--- src/rtl/alu_sequencer_if.sv ---
// Control bus between alu_sequencer and its program ROM / accumulator datapath.
// Latency: none, wires only.
// Backpressure: none; run pauses the sequencer in FETCH.
// Ports: master = sequencer side (drives pc/en/f/b/flags/halted; receives run/instr/carry/zero),
//        slave = ROM + datapath side (mirror image).
interface alu_sequencer_if #(
    parameter int PC_W = 4
);
    logic            run;
    logic [7:0]      instr;
    logic            carry;
    logic            zero;
    logic [PC_W-1:0] pc;
    logic [2:0]      en;
    logic [2:0]      f;
    logic [3:0]      b;
    logic            c_flag;
    logic            z_flag;
    logic            halted;

    modport master (
        input  run, instr, carry, zero,
        output pc, en, f, b, c_flag, z_flag, halted
    );

    modport slave (
        output run, instr, carry, zero,
        input  pc, en, f, b, c_flag, z_flag, halted
    );
endinterface

--- src/rtl/alu_sequencer.sv ---
// Fetch/decode controller for the accumulator ALU datapath; fetches from a combinational ROM.
// Latency: two clocks per instruction (FETCH then EXEC); HALT is absorbing until reset.
// Backpressure: run=0 holds the sequencer in FETCH with idle outputs; run is ignored in EXEC and HALT.
// Ports: clk, reset (sync, active-high); bus (master modport): run, instr, carry, zero in;
//        pc, en, f, b, c_flag, z_flag, halted out.
module alu_sequencer #(
    parameter int PC_W = 4
) (
    input  logic            clk,
    input  logic            reset,
    alu_sequencer_if.master bus
);

    typedef enum logic [1:0] {
        FETCH = 2'd0,
        EXEC  = 2'd1,
        HALT  = 2'd2
    } state_t;

    state_t          state, state_nxt;
    logic [PC_W-1:0] pc_q, pc_nxt;
    logic [7:0]      instr_q, instr_nxt;
    logic            c_q, c_nxt;
    logic            z_q, z_nxt;

    logic [3:0]      opc;
    logic [3:0]      n;

    assign opc = instr_q[7:4];
    assign n   = instr_q[3:0];

    // State register: all architectural state lives here.
    always_ff @(posedge clk) begin
        if (reset) begin
            state   <= FETCH;
            pc_q    <= '0;
            instr_q <= '0;
            c_q     <= 1'b0;
            z_q     <= 1'b0;
        end else begin
            state   <= state_nxt;
            pc_q    <= pc_nxt;
            instr_q <= instr_nxt;
            c_q     <= c_nxt;
            z_q     <= z_nxt;
        end
    end

    // Next-state logic: sequencing, pc update, flag capture.
    always_comb begin
        state_nxt = state;
        pc_nxt    = pc_q;
        instr_nxt = instr_q;
        c_nxt     = c_q;
        z_nxt     = z_q;
        case (state)
            FETCH: begin
                if (bus.run) begin
                    instr_nxt = bus.instr;
                    state_nxt = EXEC;
                end
            end
            EXEC: begin
                state_nxt = FETCH;
                pc_nxt    = pc_q + PC_W'(1);
                // Only ALU-using opcodes capture the live datapath flags.
                if (opc >= 4'h1 && opc <= 4'h5) begin
                    c_nxt = bus.carry;
                    z_nxt = bus.zero;
                end
                // Branches test the flags captured by an earlier instruction.
                case (opc)
                    4'h7: pc_nxt = PC_W'(n);
                    4'h8: if (c_q)  pc_nxt = PC_W'(n);
                    4'h9: if (!c_q) pc_nxt = PC_W'(n);
                    4'hA: if (z_q)  pc_nxt = PC_W'(n);
                    4'hB: if (!z_q) pc_nxt = PC_W'(n);
                    4'hF: begin
                        pc_nxt    = pc_q;
                        state_nxt = HALT;
                    end
                    default: ;
                endcase
            end
            HALT: ;
            default: state_nxt = FETCH;
        endcase
    end

    // Output decode: datapath controls are only non-idle during EXEC.
    always_comb begin
        bus.en = 3'b000;
        bus.f  = 3'b000;
        bus.b  = 4'h0;
        if (state == EXEC) begin
            case (opc)
                4'h1: begin bus.en = 3'b011; bus.f = 3'b010; bus.b = n; end
                4'h2: begin bus.en = 3'b011; bus.f = 3'b011; bus.b = n; end
                4'h3: begin bus.en = 3'b011; bus.f = 3'b001; bus.b = n; end
                4'h4: begin bus.en = 3'b011; bus.f = 3'b100; bus.b = n; end
                4'h5: begin bus.en = 3'b001; bus.f = 3'b001; bus.b = n; end
                4'h6: begin bus.en = 3'b100; end
                default: ;
            endcase
        end
    end

    assign bus.pc     = pc_q;
    assign bus.c_flag = c_q;
    assign bus.z_flag = z_q;
    assign bus.halted = (state == HALT);

endmodule

--- src/flat_wrapper.sv ---
// flat-port wrapper written by rule: the top's interface ports become plain ports
module alu_sequencer_flat 
#(
    parameter int PC_W = 4
)
  (clk, reset, bus_run, bus_instr, bus_carry, bus_zero, bus_pc, bus_en, bus_f, bus_b, bus_c_flag, bus_z_flag, bus_halted);
  alu_sequencer_if #(.PC_W(PC_W)) bus_i ();
  input  logic clk;
  input  logic reset;
  input wire logic [$bits(bus_i.run)-1:0] bus_run;
  input wire logic [$bits(bus_i.instr)-1:0] bus_instr;
  input wire logic [$bits(bus_i.carry)-1:0] bus_carry;
  input wire logic [$bits(bus_i.zero)-1:0] bus_zero;
  output wire logic [$bits(bus_i.pc)-1:0] bus_pc;
  output wire logic [$bits(bus_i.en)-1:0] bus_en;
  output wire logic [$bits(bus_i.f)-1:0] bus_f;
  output wire logic [$bits(bus_i.b)-1:0] bus_b;
  output wire logic [$bits(bus_i.c_flag)-1:0] bus_c_flag;
  output wire logic [$bits(bus_i.z_flag)-1:0] bus_z_flag;
  output wire logic [$bits(bus_i.halted)-1:0] bus_halted;
  assign bus_i.run = bus_run;
  assign bus_i.instr = bus_instr;
  assign bus_i.carry = bus_carry;
  assign bus_i.zero = bus_zero;
  assign bus_pc = bus_i.pc;
  assign bus_en = bus_i.en;
  assign bus_f = bus_i.f;
  assign bus_b = bus_i.b;
  assign bus_c_flag = bus_i.c_flag;
  assign bus_z_flag = bus_i.z_flag;
  assign bus_halted = bus_i.halted;
  alu_sequencer #(.PC_W(PC_W)) u_core (.clk(clk), .reset(reset), .bus(bus_i));
endmodule
--- config.mk ---
export PLATFORM = sky130hd
export DESIGN_NAME = alu_sequencer_flat
export DESIGN_NICKNAME = d
export VERILOG_FILES = /design/src/rtl/alu_sequencer_if.sv /design/src/rtl/alu_sequencer.sv /design/src/flat_wrapper.sv
export SDC_FILE = /design/constraint.sdc
export NUM_CORES = 1
export LEC_CHECK = 0
export CAP_MARGIN = 20
export CORE_MARGIN = 1
export CORE_UTILIZATION = 39
export DETAILED_ROUTE_END_ITERATION = 10
export PLACE_DENSITY_LB_ADDON = 0.3
export SLEW_MARGIN = 25
export SYNTH_ARGS = -nofsm -noshare
export SYNTH_HDL_FRONTEND = slang
export SYNTH_SLANG_ARGS = --single-unit
export TNS_END_PERCENT = 30
--- constraint.sdc ---
create_clock -name clk -period 1.6 [get_ports clk]
set_input_delay 0.32 -clock clk [delete_from_list [all_inputs] [get_ports clk]]
set_output_delay 0.32 -clock clk [all_outputs]
set_load 0.01 [all_outputs]
# --- Yosys cells after proc, flatten, opt, wreduce, memory -nomap -nowiden ---
# Index checks and enable logic that the tools add are counted.
word_totals:
  regBits: 16
  elab_cells: 48
op_classes:
  n_addsub: 1
  n_lt_le_gt_ge: 2
  n_eq_ne: 15
  n_mux: 14
  bitwise: 2
  n_reduce_logical: 9
op_table:
  columns: ["operator", "n"]
  rows:
  - ["$mux 4", 6]
  - ["$pmux 4 s6", 1]
  - ["$eq 4x4->1 const B", 5]
  - ["$eq 4x3->1 const B", 4]
  - ["$pmux 3 s4", 1]
  - ["$pmux 3 s3", 1]
  - ["$eq 4x2->1 const B", 2]
  - ["$reduce_and 2->1", 4]
  - ["$mux 3", 2]
  - ["$pmux 2 s3", 1]
  - ["$reduce_or 5->1", 1]
  - ["$add 4x1->4 const B", 1]
  - ["$eq 4x1->1 const B", 1]
  - ["$ge 4x1->1 const B", 1]
  - ["$le 4x3->1 const B", 1]
  - ["$mux 2", 2]
  - ["$reduce_or 4->1", 1]
  - ["$eq 2x1->1 const B", 1]
  - ["$eq 2x2->1 const B", 1]
  - ["$logic_not 2->1", 1]
  - ["$ne 2x2->1 const B", 1]
  - ["$not 1->1", 2]
  - ["$reduce_or 2->1", 1]
  - ["$logic_and 1x1->1", 1]

# --- Longest topological paths before layout ---
logic_depth:
  depth_word: 4
  depth_mapped: 5
  mapped_depth_nobuf: 4

# --- Worst setup path after synthesis ---
# OpenSTA, ideal clock, no wires.
synth_timing:
  kind: "flip-flop to output port"
  startpoint: "register u_core.instr_q[6]"
  endpoint: "output bus_b[0]"
  arrival_ns: 1.459
  required_time_ns: 1.280
  setup_slack_ns: -0.179
  stages_incl_launch_ff: 4
  cell_sequence: "dfxtp_1 > buf_2 > a2111oi_2 > and2_1"
synth_between:
  elab_chain_cells: 4
  word_cells_on_any_way: 8
synth_lines:
  columns: ["element", "line", "rtl"]
  rows:
  - ["start: declaration", "alu_sequencer.sv:22", "logic [7:0] instr_q, instr_nxt;"]
  - ["start signal: assignment", "alu_sequencer.sv:43", "instr_q <= instr_nxt;"]
  - ["$eq 4x1->1, or another cell as far along", "alu_sequencer.sv:96", "case (opc)"]
  - ["$reduce_or 5->1 (no line) (*)", null, null]
  - ["$mux 4 (*)", "alu_sequencer.sv:96", null]
  - ["$mux 4 (*)", "alu_sequencer.sv:95", "if (state == EXEC) begin"]
  - ["end: declaration", "flat_wrapper.sv:17", "output wire logic [$bits(bus_i.b)-1:0] bus_b;"]
# Mark *: on every way between the ends. The rest lies on a longest branch, timed or not.

# --- Final worst setup path ---
layout_timing:
  startpoint: "register u_core.state[1]"
  endpoint: "output bus_b[3]"
layout_between:
  elab_chain_cells: 2
layout_lines:
  columns: ["element", "line", "rtl"]
  rows:
  - ["start: declaration", "alu_sequencer.sv:20", "state_t state, state_nxt;"]
  - ["start signal: assignment", "alu_sequencer.sv:41", "state <= state_nxt;"]
  - ["$eq 2x1->1", "alu_sequencer.sv:95", null]
  - ["$mux 4", "alu_sequencer.sv:95", null]
# Every way passes these cells.

==> qor.txt <==
DRC = 0
Syn_area_per_cell = 8.77 um^2
Number of max-cap violations = 0
Synth-to-Final Area Change = 71.8%
RR Startpoint = u_core.instr_q[7]$_SDFFE_PP0P_
Dpl ws = -368 ps
Antenna-violating nets left = 0
Final Skew = 2.38 ps
R2R depth = 5
Tcrit/Tclk final = 111%
Initial core utilization = 43.0%
P_sw = 240 uW
Clock Latency Late Sink = 280 ps
Mapped Cells = 100
Slew Limit Fails = 0
Comb pwr share = 24.9%
Placed Instances = 171
Worst Tran Pin Value = 233 ps
Pwr Density = 578 nW/um^2
Largest net degree at the start of global routing = 17
Status = finished, violations left
#FFs+latches synth = 16
Most frequent cell after synthesis = dfxtp_1
CTS root buf = clkbuf_4
Synth async-reset ratio = 0%
Relative slew slack = 84.0%
Fin area = 1510 um^2
Num rows = 16
# H-tree levels = 1
WHS Path Cells = 2
Post-synth top cells = 16 x dfxtp_1, 14 x nor2_1, 12 x mux2i_1
Sw Ratio = 27.6%
Leak = 0.000634 uW
Dominant synthesized flop cell = dfxtp_1
Clock power frac = 24.0%
CTS tree = done
All-Layer GR Usage = 22.4%
First-pass GRT wire length = 4150 um
Hpwl dp = 1780 um
Setup violators final = 13
Hold Crit Class = flip-flop to flip-flop
CP arrival = 1460 ps
Reg power frac = 51.1%
Nets = 166
Routed Wire Length = 2520 um
Crit end category = output port
I/O pin count = 30
Dpl cell area = 1340 um^2
Yosys Warn Count = 0
Antenna fix cells = 0
First-pass DRT Iterations = 3
Final Wtd Congestion = 0.800
Die W = 49.4 um
Fin crit period = 1780 ps
CTS Buffer Depth = 2
Syn_nets = 114
Port Buffers = 29
Grt total ovfl = 0
Setup WS post-layout = -180 ps
Clock-pin slew on the worst setup and hold paths = 90 ps
Startpoint Class = flip-flop
Post-synth EDFFs = 0
Vias in the first global route = 946
Post-synthesis cell type count = 30
Num CTS Buffers = 3
Vias = 930
Critical Path RT = 1280 ps
WL/cell = 14.2 um
Crit path kind = flip-flop to output port
Vias per cell = 5.25
Die H = 49.4 um
Non-filler instance count after layout = 177
Hold Startpoint = u_core.bus.pc[0]$_SDFFE_PP0P_
Share of cells above drive strength 1 = 47.3%
Clock Sinks = 16
Initial antenna violation count = 0
Fin. Hold Viols = 0
Area leader, netlist = dfxtp_1
Internal power = 630 uW
RSZ-0062 raised after global routing = yes
Sequential element share of the synthesized area = 36.5%
FF-to-FF End = u_core.bus.pc[3]$_SDFFE_PP0P_
Die area = 2440 um^2
Max Fclk = 562 MHz
Initial DRC Count = 6
Failing checks = setup timing
Core ar. = 2040 um^2
Area contributors post-synth = dfxtp_1 37%, mux2i_1 14%, nor2_1 6.0%
Crit path max fanout = 4
Synth Cell Area = 877 um^2
R2R setup slack = -100 ps
Share of the synthesized area in the top cell type = 36.5%
Worst IR drop on VDD = 0.499 mV
Hold Path End = u_core.bus.pc[0]$_SDFFE_PP0P_
[worst max-delay path by stage]
stage | slack, ps | startpoint | cells after the start | to
global route | -240 | u_core.state[1]$_SDFFE_PP0P_ | 5 | bus_b[3]
floorplan | -60 | u_core.instr_q[5]$_SDFFE_PP0P_ | 4 | u_core.bus.pc[0]$_SDFFE_PP0P_
global placement | -310 | u_core.state[1]$_SDFFE_PP0P_ | 4 | bus_b[2]
detailed placement | -370 | u_core.instr_q[5]$_SDFFE_PP0P_ | 4 | bus_b[3]
finish | -180 | u_core.state[1]$_SDFFE_PP0P_ | 5 | bus_b[3]
CTS | -210 | u_core.state[1]$_SDFFE_PP0P_ | 5 | bus_b[2]
[kinds of logic (layout without fill, tap and decap cells)]
logic type	after synthesis	after routing	share of synthesized area, %
buffers and inverters	6	56	3.42
adders and majority gates	1	1	1.43
DFF	16	16	36.5
AOI/OAI and AO/OA	14	14	11.8
and+or+nand+nor	49	49	30.4
xor gates and xnor gates	1	1	0.999
muxes	13	13	15.4
[per-stage QoR]
step           util, %  TNS [ps]  hold slack (ps)  total power (uW)
2_1_floorplan        -     -61.4              389               533
4_1_cts           69.7     -1300              531               860
6_report          73.8     -1090              522               870
3_3_place_gp      65.7     -2530              502               628
5_1_grt           73.8     -1850              558               913
3_5_place_dp      65.7     -3370              519               636
[layout make-up]
| cell class | instances | area (um^2) |
|---|---|---|
| clock buffers | 3 | 22.5 |
| multi-input cells | 78 | 653 |
| fillers | 155 | 536 |
| flip-flops and latches | 16 | 339 |
| repair buffers | 53 | 458 |
| well taps | 27 | 33.8 |
[routing by layer]
metal	global-route usage, %	vias up	wire, um
met5	0	-	0
met4	9.52	0	19
met3	4.05	2	86
met2	39.3	22	1320
met1	26.5	443	1090
li1	-	463	-
[flip-flops by register name, indices dropped and copies added (netlist names)]
signal	flops
u_core.bus.c_flag	1
u_core.bus.pc	4
u_core.state	2
u_core.bus.z_flag	1
u_core.instr_q	8
[worst max-delay path, cell delays in order (launching register included)]
cell       delay, ps
dfxtp_2          330
nand2b_4         150
a2111oi_4        290
buf_4            180
and2_4           130
buf_6             90
[power groups by stage]
stage,combinational [uW],clock [uW],sequential (uW)
2_1_floorplan,93.5,0,440
6_report,217,209,445
4_1_cts,203,214,443
5_1_grt,233,233,447
3_3_place_gp,182,0,445
3_5_place_dp,189,0,447
[cells in the final DEF, fill, tap and decap left out, types with 3 or more instances in the layout]
| cell type | n |
|---|---|
| dfxtp_2 | 6 |
| nor2_1 | 12 |
| and2_4 | 4 |
| nor3_2 | 3 |
| buf_4 | 21 |
| clkdlybuf4s50_1 | 17 |
| dfxtp_4 | 3 |
| clkbuf_4 | 3 |
| mux2i_1 | 11 |
| nand2_1 | 5 |
| o211ai_1 | 5 |
| nand2b_4 | 3 |
| buf_6 | 7 |
| nor2b_1 | 3 |
| a31oi_1 | 4 |
| buf_2 | 6 |
| dfxtp_1 | 7 |
[repair_timing]
action	4_1_cts	5_1_grt
pin swaps	9	3
hold buffers	0	0
setup endpoints to repair	15	18
endpoints found under the hold margin	0	0
buffers inserted	3	0
resized for setup	64	22
Power figures use the tool's default switching activity.
